<file path="src/rtl/h_bound_judge.sv">
// h_bound_judge
// Control and decision stage for the hint-vector bound check. Sequences one
// signature (N_BEATS beats of 8 coefficients) through the h bound-check stage,
// clears that stage and its accumulator before the run, waits for the
// accumulator pipeline to drain, then issues a registered accept/reject
// verdict with per-cause flags.
//
// Ports:
//   clk, rst     clock, synchronous active-high reset
//   start        one-cycle run request (honoured only in IDLE)
//   in_flag      beat-valid shared with the h stage
//   accu_in      accumulated squared norm (ACC_W bits)
//   hoo_in       sticky infinity-norm maximum from the h stage
//   stage_clr    clear pulse for the h stage and the accumulator
//   busy         high from CLEAR through CMP
//   done         one-cycle verdict strobe
//   pass         verdict, held until the next start
//   l2_fail, linf_fail, ovf, proto_err   cause flags, held with pass
//   norm_q       sampled accu_in, held with pass
module h_bound_judge #(
  parameter int N_BEATS   = 64,
  parameter int DRAIN_CYC = 3,
  parameter int ACC_W     = 15,
  parameter int B22       = 2048,
  parameter int BOO       = 2
) (
  input  logic             clk,
  input  logic             rst,
  input  logic             start,
  input  logic             in_flag,
  input  logic [ACC_W-1:0] accu_in,
  input  logic [1:0]       hoo_in,
  output logic             stage_clr,
  output logic             busy,
  output logic             done,
  output logic             pass,
  output logic             l2_fail,
  output logic             linf_fail,
  output logic             ovf,
  output logic             proto_err,
  output logic [ACC_W-1:0] norm_q
);

  localparam int CNT_W = $clog2(N_BEATS);
  localparam int DRN_W = $clog2(DRAIN_CYC + 1);
  localparam logic [CNT_W-1:0] LAST_BEAT  = CNT_W'(N_BEATS - 1);
  localparam logic [DRN_W-1:0] DRAIN_LOAD = DRN_W'(DRAIN_CYC - 1);
  localparam logic [ACC_W-1:0] B22_V      = ACC_W'(B22);
  localparam logic [1:0]       BOO_V      = 2'(BOO);

  typedef enum logic [2:0] {
    IDLE    = 3'd0,
    CLEAR   = 3'd1,
    COLLECT = 3'd2,
    DRAIN   = 3'd3,
    CMP     = 3'd4,
    DONE    = 3'd5
  } state_t;

  state_t           state_r;
  logic [CNT_W-1:0] beat_cnt_r;
  logic [DRN_W-1:0] drain_cnt_r;
  logic [ACC_W-1:0] prev_accu_r;

  logic l2_hit_s;
  logic linf_hit_s;
  logic wrap_s;

  // Bound comparisons and accumulator wrap detection (all unsigned).
  always_comb begin
    l2_hit_s   = (accu_in > B22_V);
    linf_hit_s = (hoo_in > BOO_V);
    // The accumulator only grows within a run, so a drop means it wrapped.
    wrap_s     = (accu_in < prev_accu_r);
  end

  // Run sequencer with registered outputs and held verdict.
  always_ff @(posedge clk) begin
    if (rst) begin
      state_r     <= IDLE;
      beat_cnt_r  <= '0;
      drain_cnt_r <= '0;
      prev_accu_r <= '0;
      stage_clr   <= 1'b0;
      busy        <= 1'b0;
      done        <= 1'b0;
      pass        <= 1'b0;
      l2_fail     <= 1'b0;
      linf_fail   <= 1'b0;
      ovf         <= 1'b0;
      proto_err   <= 1'b0;
      norm_q      <= '0;
    end else begin
      stage_clr <= 1'b0;
      done      <= 1'b0;
      case (state_r)
        IDLE: begin
          if (start) begin
            state_r     <= CLEAR;
            stage_clr   <= 1'b1;
            busy        <= 1'b1;
            beat_cnt_r  <= '0;
            prev_accu_r <= '0;
            pass        <= 1'b0;
            l2_fail     <= 1'b0;
            linf_fail   <= 1'b0;
            ovf         <= 1'b0;
            proto_err   <= 1'b0;
            norm_q      <= '0;
          end else begin
            state_r <= IDLE;
          end
        end
        CLEAR: begin
          // A beat here is wiped by the clear, so it is flagged, not counted.
          if (in_flag) begin
            proto_err <= 1'b1;
          end
          state_r <= COLLECT;
        end
        COLLECT: begin
          prev_accu_r <= accu_in;
          if (wrap_s) begin
            ovf <= 1'b1;
          end
          if (in_flag) begin
            if (beat_cnt_r == LAST_BEAT) begin
              beat_cnt_r  <= '0;
              drain_cnt_r <= DRAIN_LOAD;
              state_r     <= DRAIN;
            end else begin
              beat_cnt_r <= beat_cnt_r + CNT_W'(1);
            end
          end
        end
        DRAIN: begin
          prev_accu_r <= accu_in;
          if (wrap_s) begin
            ovf <= 1'b1;
          end
          if (in_flag) begin
            proto_err <= 1'b1;
          end
          if (drain_cnt_r == '0) begin
            state_r <= CMP;
          end else begin
            drain_cnt_r <= drain_cnt_r - DRN_W'(1);
          end
        end
        CMP: begin
          norm_q    <= accu_in;
          l2_fail   <= l2_hit_s;
          linf_fail <= linf_hit_s;
          pass      <= !(l2_hit_s | linf_hit_s | ovf | proto_err);
          done      <= 1'b1;
          busy      <= 1'b0;
          state_r   <= DONE;
        end
        DONE: begin
          state_r <= IDLE;
        end
        default: begin
          state_r <= IDLE;
          busy    <= 1'b0;
        end
      endcase
    end
  end

endmodule

</file>
<file path="config.mk">
export PLATFORM = sky130hd
export DESIGN_NAME = h_bound_judge
export DESIGN_NICKNAME = d
export VERILOG_FILES = /design/src/rtl/h_bound_judge.sv
export SDC_FILE = /design/constraint.sdc
export NUM_CORES = 1
export LEC_CHECK = 0
export CELL_PAD_IN_SITES_DETAIL_PLACEMENT = 1
export CELL_PAD_IN_SITES_GLOBAL_PLACEMENT = 1
export CORE_ASPECT_RATIO = 1.75
export CORE_MARGIN = 8
export CORE_UTILIZATION = 35
export DETAILED_ROUTE_END_ITERATION = 10
export GPL_TIMING_DRIVEN = 0
export PLACE_DENSITY = 0.85
export SYNTH_ARGS = -nofsm -noshare
export SYNTH_HDL_FRONTEND = slang
export SYNTH_SLANG_ARGS = --single-unit
</file>
<file path="constraint.sdc">
create_clock -name clk -period 1.6 [get_ports clk]
set_input_delay 0.32 -clock clk [delete_from_list [all_inputs] [get_ports clk]]
set_output_delay 0.32 -clock clk [all_outputs]
set_load 0.05 [all_outputs]
</file>
==> impl_metrics.json <==
{
  "viasPerCell": 5.59,
  "async_flop_share_pct": 0,
  "drt_iter0_markers": 127,
  "cts_buffers": 5,
  "slowest_delay_ps": 450,
  "num_io_pins": 44,
  "timing.fmax_ghz": 0.619,
  "clockBufferDepth": 2,
  "ys_ff_latch": 49,
  "synth_ff_type": "dfxtp_1",
  "hold_path_class": "input port to flip-flop",
  "netlist.area_leader.share_pct": 43.6,
  "postLayoutCoreUtil_pct": 49.8,
  "core_sq_um": 6230,
  "mostFrequentLayoutCells": "41 x dfxtp_1, 35 x dlygate4sd2_1, 30 x nor2_1",
  "initial_core_util_pct": 36.1,
  "drive_above_1_share_pct": 18.7,
  "pre_cts_slack_ps": -853,
  "hold_viol": 0,
  "cpLargestDelayFamily": "simple AND/OR/NAND/NOR gates",
  "design_area_sq_um": 3100,
  "rows": 38,
  "drv_slew": 0,
  "syn_to_final_growth_pct": 38.0,
  "finalClockSkew_ps": 5.16,
  "period_share_pct": 101,
  "crit_fanout": 3,
  "cpMaxStageDelayCell": "or4_1",
  "die_area_sq_um": 9350,
  "yosys-top-cells-area": "dfxtp_1 44%, ha_1 8.9%, a22o_1 5.8%",
  "hold_buffers": 0,
  "first_pass_iters": 4,
  "end_kind": "flip-flop",
  "grt.total_usage_pct": 15.3,
  "grt_max_degree": 16,
  "fill_cells": 735,
  "nets": 341,
  "synthCells": 244,
  "pwr_density_cell_nw_per_um2": 969,
  "yosysSeqAreaShare_pct": 43.6,
  "die_h_microns": 122,
  "synth_area_leader_cell": "dfxtp_1",
  "ctsRootBufferMaster": "clkbuf_8",
  "crit_path_start_kind": "flip-flop",
  "rsz0062_at_grt": "true",
  "slew_headroom_pct": 65.6,
  "clock-sinks": 49,
  "hpwlAfterDp_mm": 5.02,
  "gp_congestion": 0.798,
  "max_cap_viol_count": 0,
  "port-buffer-count": 43,
  "first_global_vias": 2314,
  "wl_mm": 7.50,
  "tightest_slew_ps": 518,
  "syn-num-nets": 281,
  "clk_latency_ps": 300,
  "avgSynthCellArea_sq_um": 9.21,
  "cts_tree": "built",
  "post_drt_wl_per_cell_microns": 19.5,
  "die_w_microns": 76.6,
  "crit_chain": "inv_1, ha_4, nand4_1, or4_1, o21ai_1, nor3_1",
  "clk_pin_slew_ps": 90,
  "cp.buffers_inverters": 1,
  "critical_path_class": "flip-flop to flip-flop",
  "status": "finished, violations left",
  "antenna_cells": 0,
  "synth_area_sq_um": 2250,
  "violations": "setup timing",
  "drc_errors": 0,
  "fin_crit_ps": 1610,
  "antenna_found_initial": 0,
  "gr-total-overflow": 0,
  "synth_edf_count": 0,
  "p_leak_nw": 1.29,
  "vias": 2153,
  "finalWorstSetupSlack_ps": -14.4,
  "placed_area_sq_um": 2780,
  "postRouteAntennaNets": 0,
  "htree_levels": 2,
  "finalSetupViolCount": 1,
  "irDropWorstVdd_mv": 0.605,
  "grt_pass1_wl_mm": 11.6,
  "worstPathRequired_ps": 1790,
  "yosys_warnings": 0,
  "synth_cell_types": 45,
  "cp.arrival_ps": 1810,
  "final_common_cell": "dfxtp_1"
}
## timing repair
item,4_1_cts,5_1_grt
cloned,1,0
pin swaps,10,4
gates resized for setup,57,26
endpoints found under the setup margin,63,32
buffers inserted,8,3
## routing by layer
metal / vias to the layer above / global-route usage, % / wire (microns) / part of all wire [%]
li1: 1006 / - / - / -
met1: 1063 / 14.1 / 2700 / 36
met2: 61 / 31.0 / 4180 / 56
met3: 23 / 2.21 / 286 / 3.8
met4: 0 / 8.35 / 336 / 4.5
met5: - / 0 / 0 / 0
## logic make-up (layout without fill, tap and decap cells)
family | count (synthesis) | count (layout) | share of synthesized area (%)
XOR/XNOR | 2 | 2 | 0.779
AO/OA/AOI/OAI | 68 | 68 | 22.4
buffers and inverters | 28 | 89 | 5.84
adder cells (fa/ha/maj) | 16 | 16 | 8.90
AND/OR/NAND/NOR | 81 | 81 | 18.5
flip-flops | 49 | 49 | 43.6
## final timing paths
path | from | end | slack [ps] | cells after the start
setup reg to reg | prev_accu_r[12] | ovf | -10 | 6
hold / removal | accu_in[1] | norm_q[1] | 400 | 2
hold reg to reg | linf_fail | linf_fail | 470 | 2
setup / recovery | prev_accu_r[12] | ovf | -10 | 6
## metrics by stage
| step | TNS [ps] | std cells | hold slack [ps] | total power [W] |
|---|---|---|---|---|
| finish | -14.4 | 385 | 404 | 0.00300 |
| global route | -364 | 385 | 437 | 0.00313 |
| CTS | 0 | 382 | 469 | 0.00296 |
| detailed placement | -20730 | 367 | 458 | 0.00189 |
| global placement | -18660 | 367 | 456 | 0.00187 |
| floorplan | 0 | 244 | 453 | 0.00168 |
## power breakdown
part	leakage (nW)	switching, W	internal [W]
clock network	0.0681	0.000433	0.000621
registers	0.401	0.0000469	0.00127
logic	0.822	0.000381	0.000253
total	1.29	0.000861	0.00214
## cell usage after synthesis, types with 2 or more instances
library cell / n
a211o_1: 2
a211oi_1: 6
a21o_1: 2
a21oi_1: 11
a22o_1: 15
a22oi_1: 15
a31oi_1: 2
and3_1: 3
buf_2: 3
buf_6: 3
clkbuf_1: 4
dfxtp_1: 49
ha_1: 16
inv_1: 17
nand2_1: 8
nand2b_1: 7
nand3_1: 7
nand4_1: 3
nor2_1: 31
nor3_1: 8
nor4_1: 3
o21ai_0: 6
## final cells by class
class / instances / area [sq um] / area share, %
Tap cell: 80 / 100 / 3.23
Inverter: 17 / 63.8 / 2.06
Multi-Input combinational cell: 167 / 1260 / 40.7
Clock buffer: 5 / 68.8 / 2.22
Timing Repair Buffer: 55 / 497 / 16.0
Clock inverter: 3 / 65.1 / 2.10
Sequential cell: 49 / 996 / 32.1
Buffer: 9 / 50.0 / 1.61
## sequential cells by signal, summed over array words and instances (netlist names)
name         flops
prev_accu_r     15
busy             1
ovf              1
beat_cnt_r       6
drain_cnt_r      2
proto_err        1
linf_fail        1
l2_fail          1
norm_q          15
stage_clr        1
done             1
state_r          3
pass             1
Note: power is estimated with default switching activity, not from simulation.
